### config.mk
export PLATFORM = sky130hd
export DESIGN_NAME = scs8hd_lpflow_pwrseq_ctrl_flat
export DESIGN_NICKNAME = d
export VERILOG_FILES = /design/src/rtl/scs8hd_lpflow_pwrseq_ctrl_if.sv /design/src/rtl/scs8hd_lpflow_pwrseq_ctrl.sv /design/src/flat_wrapper.sv
export SDC_FILE = /design/constraint.sdc
export NUM_CORES = 1
export LEC_CHECK = 0
export CAP_MARGIN = 10
export CORE_MARGIN = 10
export CORE_UTILIZATION = 35
export CTS_CLUSTER_DIAMETER = 200
export DETAILED_ROUTE_END_ITERATION = 10
export HOLD_SLACK_MARGIN = 0.06
export PLACE_DENSITY = 0.51
export SYNTH_ARGS = -nofsm -noshare
export SYNTH_HDL_FRONTEND = slang
export SYNTH_SLANG_ARGS = --single-unit
### constraint.sdc
create_clock -name clk -period 2.41 [get_ports clk]
set_input_delay 0.241 -clock clk [delete_from_list [all_inputs] [get_ports clk]]
set_output_delay 0.241 -clock clk [all_outputs]
set_load 0.02 [all_outputs]
### src/rtl/scs8hd_lpflow_pwrseq_ctrl_if.sv
// Power-sequencer handshake bundle: sleep request / rail status in,
// isolation, retention and switch controls out.
interface scs8hd_lpflow_pwrseq_ctrl_if;
    logic sleep_req;
    logic pwr_good;
    logic sleep_ack;
    logic iso_en;
    logic ret_save;
    logic ret_restore;
    logic sw_enb;
    logic busy;
    logic err;

    // Controller side
    modport slave (
        input  sleep_req, pwr_good,
        output sleep_ack, iso_en, ret_save, ret_restore, sw_enb, busy, err
    );

    // Requester / power-management side
    modport master (
        output sleep_req, pwr_good,
        input  sleep_ack, iso_en, ret_save, ret_restore, sw_enb, busy, err
    );
endinterface

### src/rtl/scs8hd_lpflow_pwrseq_ctrl.sv
// Power-gating sequencer: isolate -> save -> switch off -> OFF, and
// switch on -> wait pwr_good -> restore -> de-isolate -> ON.
// One 8-bit down counter times every stage; outputs are registered from
// the next-state decode so they line up with the state register.
module scs8hd_lpflow_pwrseq_ctrl #(
    parameter int ISO_DLY = 2,
    parameter int RET_DLY = 2,
    parameter int SW_DLY  = 8,
    parameter int TMO     = 64
) (
    input  logic                          clk,
    input  logic                          resetb,
    scs8hd_lpflow_pwrseq_ctrl_if.slave    bus
);

    localparam logic [2:0] S_ON      = 3'd0;
    localparam logic [2:0] S_ISO     = 3'd1;
    localparam logic [2:0] S_SAVE    = 3'd2;
    localparam logic [2:0] S_SWOFF   = 3'd3;
    localparam logic [2:0] S_OFF     = 3'd4;
    localparam logic [2:0] S_SWON    = 3'd5;
    localparam logic [2:0] S_RESTORE = 3'd6;
    localparam logic [2:0] S_DEISO   = 3'd7;

    logic [2:0] state, nxt_state;
    logic [7:0] cnt, nxt_cnt;
    logic       nxt_err;

    // Counter preload for the stage being entered (stage length minus one)
    function automatic logic [7:0] load_val(input logic [2:0] s);
        case (s)
            S_ISO, S_DEISO:     load_val = 8'(ISO_DLY - 1);
            S_SAVE, S_RESTORE:  load_val = 8'(RET_DLY - 1);
            S_SWOFF:            load_val = 8'(SW_DLY - 1);
            S_SWON:             load_val = 8'(TMO - 1);
            default:            load_val = 8'd0;
        endcase
    endfunction

    // Next state, counter and sticky timeout flag
    always_comb begin
        nxt_state = state;
        nxt_cnt   = (cnt != 8'd0) ? cnt - 8'd1 : cnt;
        nxt_err   = bus.err;
        case (state)
            S_ON:      if (bus.sleep_req)  nxt_state = S_ISO;
            S_ISO:     if (cnt == 8'd0)    nxt_state = S_SAVE;
            S_SAVE:    if (cnt == 8'd0)    nxt_state = S_SWOFF;
            S_SWOFF:   if (cnt == 8'd0)    nxt_state = S_OFF;
            S_OFF:     if (!bus.sleep_req) nxt_state = S_SWON;
            S_SWON: begin
                // Timeout only flags; we keep waiting for the rail.
                if (bus.pwr_good)          nxt_state = S_RESTORE;
                else if (cnt == 8'd0)      nxt_err   = 1'b1;
            end
            S_RESTORE: if (cnt == 8'd0)    nxt_state = S_DEISO;
            S_DEISO:   if (cnt == 8'd0)    nxt_state = S_ON;
            default:                       nxt_state = S_ON;
        endcase
        if (nxt_state != state)
            nxt_cnt = load_val(nxt_state);
    end

    // State, counter and registered Moore output decode
    always_ff @(posedge clk) begin
        if (!resetb) begin
            state           <= S_ON;
            cnt             <= 8'd0;
            bus.err         <= 1'b0;
            bus.sleep_ack   <= 1'b0;
            bus.iso_en      <= 1'b0;
            bus.ret_save    <= 1'b0;
            bus.ret_restore <= 1'b0;
            bus.sw_enb      <= 1'b0;
            bus.busy        <= 1'b0;
        end else begin
            state           <= nxt_state;
            cnt             <= nxt_cnt;
            bus.err         <= nxt_err;
            bus.sleep_ack   <= (nxt_state == S_OFF);
            bus.iso_en      <= (nxt_state != S_ON);
            bus.ret_save    <= (nxt_state == S_SAVE);
            bus.ret_restore <= (nxt_state == S_RESTORE);
            bus.sw_enb      <= (nxt_state == S_SWOFF) || (nxt_state == S_OFF);
            bus.busy        <= (nxt_state != S_ON) && (nxt_state != S_OFF);
        end
    end

endmodule

### src/flat_wrapper.sv
// flat-port wrapper written by rule: the top's interface ports become plain ports
module scs8hd_lpflow_pwrseq_ctrl_flat 
#(
    parameter int ISO_DLY = 2,
    parameter int RET_DLY = 2,
    parameter int SW_DLY  = 8,
    parameter int TMO     = 64
)
  (clk, resetb, bus_sleep_req, bus_pwr_good, bus_sleep_ack, bus_iso_en, bus_ret_save, bus_ret_restore, bus_sw_enb, bus_busy, bus_err);
  scs8hd_lpflow_pwrseq_ctrl_if bus_i ();
  input  logic clk;
  input  logic resetb;
  input wire logic [$bits(bus_i.sleep_req)-1:0] bus_sleep_req;
  input wire logic [$bits(bus_i.pwr_good)-1:0] bus_pwr_good;
  output wire logic [$bits(bus_i.sleep_ack)-1:0] bus_sleep_ack;
  output wire logic [$bits(bus_i.iso_en)-1:0] bus_iso_en;
  output wire logic [$bits(bus_i.ret_save)-1:0] bus_ret_save;
  output wire logic [$bits(bus_i.ret_restore)-1:0] bus_ret_restore;
  output wire logic [$bits(bus_i.sw_enb)-1:0] bus_sw_enb;
  output wire logic [$bits(bus_i.busy)-1:0] bus_busy;
  output wire logic [$bits(bus_i.err)-1:0] bus_err;
  assign bus_i.sleep_req = bus_sleep_req;
  assign bus_i.pwr_good = bus_pwr_good;
  assign bus_sleep_ack = bus_i.sleep_ack;
  assign bus_iso_en = bus_i.iso_en;
  assign bus_ret_save = bus_i.ret_save;
  assign bus_ret_restore = bus_i.ret_restore;
  assign bus_sw_enb = bus_i.sw_enb;
  assign bus_busy = bus_i.busy;
  assign bus_err = bus_i.err;
  scs8hd_lpflow_pwrseq_ctrl #(.ISO_DLY(ISO_DLY), .RET_DLY(RET_DLY), .SW_DLY(SW_DLY), .TMO(TMO)) u_core (.clk(clk), .resetb(resetb), .bus(bus_i));
endmodule
==> results.md <==
- Max_slew headroom: 64.5%
- Mean Syn Cell Area: around 8.8 µm²
- Status: completed
- DR iter-0 viols: 42
- Critical path arrival: 2.07 ns
- Hold-fix buffers, CTS: 0
- Fin util: 41.5%
- Synth async-reset ratio: 0%
- Rows: 19
- Die H: 73.5 µm
- DRT Pass-1 Iters: 4
- Post-DP Area: 0.00111 mm²
- Overall Global Routing Usage: 9.30%
- CP Launch Type: flip-flop
- Reg clk slew, reported paths: 0.11 ns
- CP Class: flip-flop to flip-flop
- Worst-Margin Slew: 0.532 ns
- Die area: 0.00541 mm²
- WHS Path Cells: 1
- Post-route design area: around 0.0011 mm²
- Fill cells: 302
- Layout cells sized above 1: 9.02%
- Synthesized instance count: between 100 and 150
- Layout Skew: 0.00932 ns
- Core area: 0.00276 mm²
- Min-delay worst type: flip-flop to flip-flop
- Initial core utilization: 36.4%
- Crit share post-route: 77.0%
- Antenna diode count: 0
- CP Max Fanout: 7
- RR Endpoint: u_core.cnt[2]
- Drt wl/cell: 15.2 µm
- Top cells by area, synth: dfxtp_1 (36%), a21oi_1 (4.5%), nand2b_1 (3.7%), o211a_1 (3.0%), o21ai_0 (3.0%)
- Pwr dens: 1100 mW/mm²
- Synth top area share: 35.9%
- Setup TNS: 0 ns
- Crit. End Element: flip-flop
- Initial antenna violation count: 0
- Sequential area share after synthesis: roughly 36%
- Static leakage: around 0.43 nW
- Number of buffers and inverters on the critical path: 1
- Via Count: 889
- Post-CTS sizing: 0
- Finished Layout Cells: approximately 150
- Area leader, netlist: dfxtp_1
- Slowest stage delay, CP: 0.36 ns
- Number of H-tree levels: 1
- Final RePlAce weighted congestion: 0.854
- Most common cell after layout, fill and taps aside: dfxtp_1
- CP max stage cell: and2_1
- Max clock buf depth: 2
- R2r startpoint: u_core.cnt[0]
- Top_reg_cell synth: dfxtp_1
- CTS tree: done
- Placed insts: 149
- Die width: 73.5 µm
- Post-DP HPWL: 1760 µm
- Final hold slack: 0.475 ns
- # nets final: 128
- Vias in the first global route: ~840
- Tmin final: 1.86 ns
- Pre-CTS setup slack: 0.578 ns
- Clk sinks: 18
- Setup Viol. Count Final: 0
- Hold_sp: u_core.bus.err
- Peak VDD IR: around 0.49 mV
- First-pass GRT wire length: 4020 µm
- Post-CTS setup repair buffer count: 0
- Pin count of the biggest net entering global routing: 18
- Fmax: 539 MHz
- FF+latch count, synth: 18
- RSZ-0062 raised after global routing: no
- EDFF count, synth: 0
- Number of max-cap violations: 0
- Post-synthesis cell area: 0.00100 mm²
- Clock latency on the worst-skew pair: 0.29 ns
- Worst EP required: 2.63 ns
- Post-DR vias/cell: 5.81
- Port bufs: 10
- Reg2Reg Setup Slack: 0.55 ns
- Min setup slack post-route: approximately 0.55 ns
- Grt ovf: 0
- Net Count, Synth: 119
- Commonest non-fill, non-tap cells in the layout: dfxtp_1 (18), clkdlybuf4s50_1 (10), a21oi_1 (9)
- Area grow syn2layout: 14.0%
- Yosys cell types: 45
- Pins Over Slew Limit: 0
- Crit-path cells: inv_1 -> ha_1 -> nor3b_2 -> and2_1 -> o2111ai_1 -> a21oi_1
- R2r worst-path depth: 6
- CTS buffer count: 3
- Total routed wirelength: 2330 µm
- Hold Crit Endpoint: u_core.bus.err
- Clk Tree Root Cell: clkbuf_4
- Total power: 1.26 mW
- Antenna viol nets, final: 0
- DRC Markers: 0
- Delay-heaviest family, CP: simple AND/OR/NAND/NOR gates
- Yosys Warn Count: 0
- Ports: 11
- Hold Vio Cnt, Final: 0
-- routing by layer --
layer / vias to the layer above / track usage [%] / wire [µm]
met5: - / 0 / 0
met4: 0 / 5.18 / 44
met3: 4 / 2.69 / 83
met2: 11 / 14.3 / 1110
met1: 434 / 11.3 / 1100
li1: 440 / - / -
-- cell type report --
| cell class | count | area [µm²] | area share, % |
|---|---|---|---|
| Sequential cell | 18 | 360 | 31.5 |
| Clock buffer | 4 | 36.3 | 3.17 |
| Tap cell | 31 | 38.8 | 3.39 |
| Multi-Input combinational cell | 85 | 586 | 51.2 |
| Timing Repair Buffer | 11 | 108 | 9.41 |
| Inverter | 4 | 15.0 | 1.31 |
-- synthesized netlist by cell type, drive strengths merged (2+ instances only) --
cell type,instances
nand2b,6
o41ai,2
xnor2,3
clkbuf,4
and2,2
a31o,2
inv,3
nor2,3
nand4b,2
nand3,2
nor3,3
a22oi,2
o211ai,3
o21ai,6
nand2,7
nor4,3
dfxtp,18
and3,3
xor2,2
o21a,3
a21oi,9
o211a,3
nor3b,2
a31oi,2
buf,3
-- state kept, by name, indices dropped and copies added (netlist names) --
name,count
u_core.bus.sw_enb,1
u_core.bus.ret_restore,1
u_core.state,3
u_core.bus.sleep_ack,1
u_core.bus.busy,1
u_core.bus.ret_save,1
u_core.bus.iso_en,1
u_core.bus.err,1
u_core.cnt,8
-- cells by family (layout without fill, tap and decap cells) --
| family | Yosys count | after routing | synth area share (%) |
|---|---|---|---|
| AO/OA/AOI/OAI | 40 | 40 | 28.2 |
| flip-flops | 18 | 18 | 35.9 |
| adder cells (fa/ha/maj) | 1 | 1 | 1.25 |
| AND/OR/NAND/NOR | 39 | 39 | 24.6 |
| buffers and inverters | 11 | 19 | 5.73 |
| XOR/XNOR | 5 | 5 | 4.36 |
-- power breakdown --
group | internal [mW] | total (mW) | switching (mW)
logic | 0.263 | 0.606 | 0.343
clock network | 0.0920 | 0.186 | 0.0938
registers | 0.364 | 0.471 | 0.107
total | 0.719 | 1.26 | 0.543
-- how the worst max path moves through the flow --
stage	start	endpoint	slack [ns]	cells after the start
3_5_place_dp	bus_sleep_req	u_core.cnt[6]	0.58	5
3_3_place_gp	bus_sleep_req	u_core.cnt[6]	0.58	5
4_1_cts	u_core.cnt[0]	u_core.cnt[2]	0.55	6
2_1_floorplan	u_core.cnt[0]	u_core.cnt[3]	0.87	7
5_1_grt	u_core.cnt[0]	u_core.cnt[2]	0.33	6
6_report	u_core.cnt[0]	u_core.cnt[2]	0.55	6
-- worst register-to-register path: stages, from the launching register on --
cell       delay, ns
dfxtp_1         0.34
inv_1           0.08
ha_1            0.25
nor3b_2         0.35
and2_1          0.36
o2111ai_1       0.23
a21oi_1         0.17
Note: power is estimated with default switching activity, not from simulation.
==> edit: new RTL, same flow settings <==
Reset style: asynchronous (`resetb`), changed in one clocked block.
--- a/src/rtl/scs8hd_lpflow_pwrseq_ctrl.sv
+++ b/src/rtl/scs8hd_lpflow_pwrseq_ctrl.sv
@@ -64,3 +64,3 @@
     // State, counter and registered Moore output decode
-    always_ff @(posedge clk) begin
+    always_ff @(posedge clk or negedge resetb) begin
         if (!resetb) begin
Check against the original RTL: differs if resetb is asserted again (counterexample within 4 cycles, from zero or initial values and one cycle with resetb low); with resetb held inactive, the same outputs for 10 cycles.
==> edit against the unedited design <==
  * Sequential cell count is the same
  * Cell area fell by 0.77%
  * Critical path depth unchanged
  * Routed wire length shrank 10%
  * Worst setup slack worse by 68 ps
  * Sequential share of layout area up 8.2 points
  * Area after synthesis decreased by 1.6%
  * Total power increased by 0.39%
  * Critical path type unchanged
  * Largest power group is now sequential cells
==> edit: results (changes against the unedited design) <==
| Metric | Value |
|---|---|
| Status | completed |
| Worst Reg2Reg Path Length in Cells | 6 (unchanged) |
| Fin nets | 121 (-5.5%) |
| Drt via density | 5.384 (-7.3%) |
| DP HPWL | 1.511 mm (-14%) |
| Clock latency on the worst-skew pair | 300 ps |
| Cts repair resizes | 0 (unchanged) |
| Largest net degree at the start of global routing | 19 (+1) |
| Postcts setup bufs | 0 (unchanged) |
| Gr usage total | 8.501% (-0.80 points) |
| Cell count after placement | 142 (-4.7%) |
| Layout fillers | 280 (-7.3%) |
| Ranking of synthesized cells by area | dfrtp_1 46%, nor2_1 5.7%, a21oi_1 4.6%, nand2_1 4.2%, xor2_1 3.5% |
| Share of cells above drive strength 1 | 9.565% (+0.55 points) |
| Gr ovfl total | 0 (unchanged) |
| TritonCTS Buffers | 3 (unchanged) |
| Commonest cells post-synth | 18 x dfrtp_1, 15 x nor2_1, 11 x nand2_1 |
| Pre-antenna DRT Iters | 4 (unchanged) |
| Vias in the first global route | 750 (-11%) |
| Clock tree buffer depth | 2 (unchanged) |
| Gpl congestion | 0.7850 (-8.0%) |
| Initial antenna violation count | 0 (unchanged) |
| LEAKAGE | 0.4650 nW (+7.5%) |
| Syn_nets | 112 (-5.9%) |
| Worst hold path class | input pin to asynchronous set/reset pin |
| First-pass GRT wire length | 3.705 mm (-7.7%) |
| IO buf count | 10 (unchanged) |
| Fin Clk Skew | 2.626 ps (-6.698 ps) |
| DRT antenna net count | 0 (unchanged) |
| R2r setup slk | 490 ps (-70 ps) |
| Synth warnings | 0 (unchanged) |
| Fraction of registers with async set/reset | 100.0% (+100 points) |
| Initial DRC count | 31 (-26%) |
| H-tree levels | 1 (unchanged) |
| Sequential element share of the synthesized area | 45.63% (+9.7 points) |
| VDD IR max | 0.5592 mV (+14%) |
| Synth unique cells | 35 (-22%) |
| WL per Instance | 14.32 um (-6.1%) |
| Ys flop type | dfrtp_1 |
| Worst slew margin | 44.24% (-20 points) |
| Mean Syn Cell Area | 9.226 sq um (+4.8%) |
| CTS clk-pin slew, worst paths | 110 ps (about the same) |
| Worst EP arrival | 2150 ps (+80 ps) |
| Post-DP Area | 0.001099 sq mm (-0.79%) |
| Routed WL | 2.091 mm (-10%) |
| Largest regs | u_core.cnt (8), u_core.state (3) |
| Crit. Startpoint | u_core.cnt[0] |
| Crit path max fanout | 9 (+2) |
| Clock Tree Root | clkbuf_4 |
| Antenna cell count | 0 (unchanged) |
## edit: cell types whose count changed in the layout (fill, tap and decap cells not counted), moves of 3 or more
cell      before  now
dfrtp_1        0   18
dfxtp_1       18    0
mux2i_1        0    3
nand2_1        7   11
nand2b_1       6    1
nor2_1         3   15
o211a_1        3    0
o211ai_1       3    0
o21a_1         3    0
## edit: critical path, cell delays in order, from the launching register on
cell	delay [ps]
dfrtp_1	420
inv_1	70
ha_1	230
nor3b_1	250
nand2_2	160
o21ai_0	470
mux2i_1	250
## edit: metal layers
metal | GRT usage (%) | vias up | wire length [um]
met2 | 12.80 | 13 | 999
li1 | - | 387 | -
met4 | 2.321 | 0 | 13
met1 | 11.04 | 384 | 987
met3 | 3.129 | 2 | 90
met5 | 0 | - | 0
## edit: metrics by stage
stage	total power, W	setup WS (ps)	util [%]	hold slack (ps)
global route	0.001387	278.4	41.51	468.4
detailed placement	0.001087	416.5	40.18	473.3
floorplan	0.0009336	700.3	-	-54.59
global placement	0.001082	426.7	40.18	468.7
CTS	0.001285	457.0	41.51	431.2
finish	0.001268	486.7	41.51	406.2
## edit: cell families (layout without fill, tap and decap cells)
family	Yosys count	after routing	share of synthesized area [%]
mux	3	3	3.042
buf+inv	10	18	4.308
xor+xnor	7	7	6.211
compound gates	23	23	14.83
fa+ha+maj	1	1	1.267
simple gates	45	45	24.72
flops	18	18	45.63
## edit: worst paths after layout
path / to
setup reg to reg: u_core.cnt[1]
min in group clk: u_core.bus.err
setup / recovery: u_core.cnt[1]
max in group asynchronous: u_core.cnt[4]
hold / removal: u_core.bus.iso_en
hold reg to reg: u_core.bus.err
## edit: layout make-up
cell class	instances	area (sq um)	share of cell area (%)
clock buffer	4	36.28	3.197
multi-input combinational	79	494.2	43.55
sequential	18	450.4	39.69
timing repair buffer	10	100.1	8.820
tap	31	38.79	3.418
inverter	4	15.01	1.323
## edit: where the power goes
group | switching [W] | internal (W)
Sequential | 0.000143 | 0.000409
Combinational | 0.000273 | 0.000251
Clock | 0.0000993 | 0.0000922
Total | 0.000516 | 0.000752
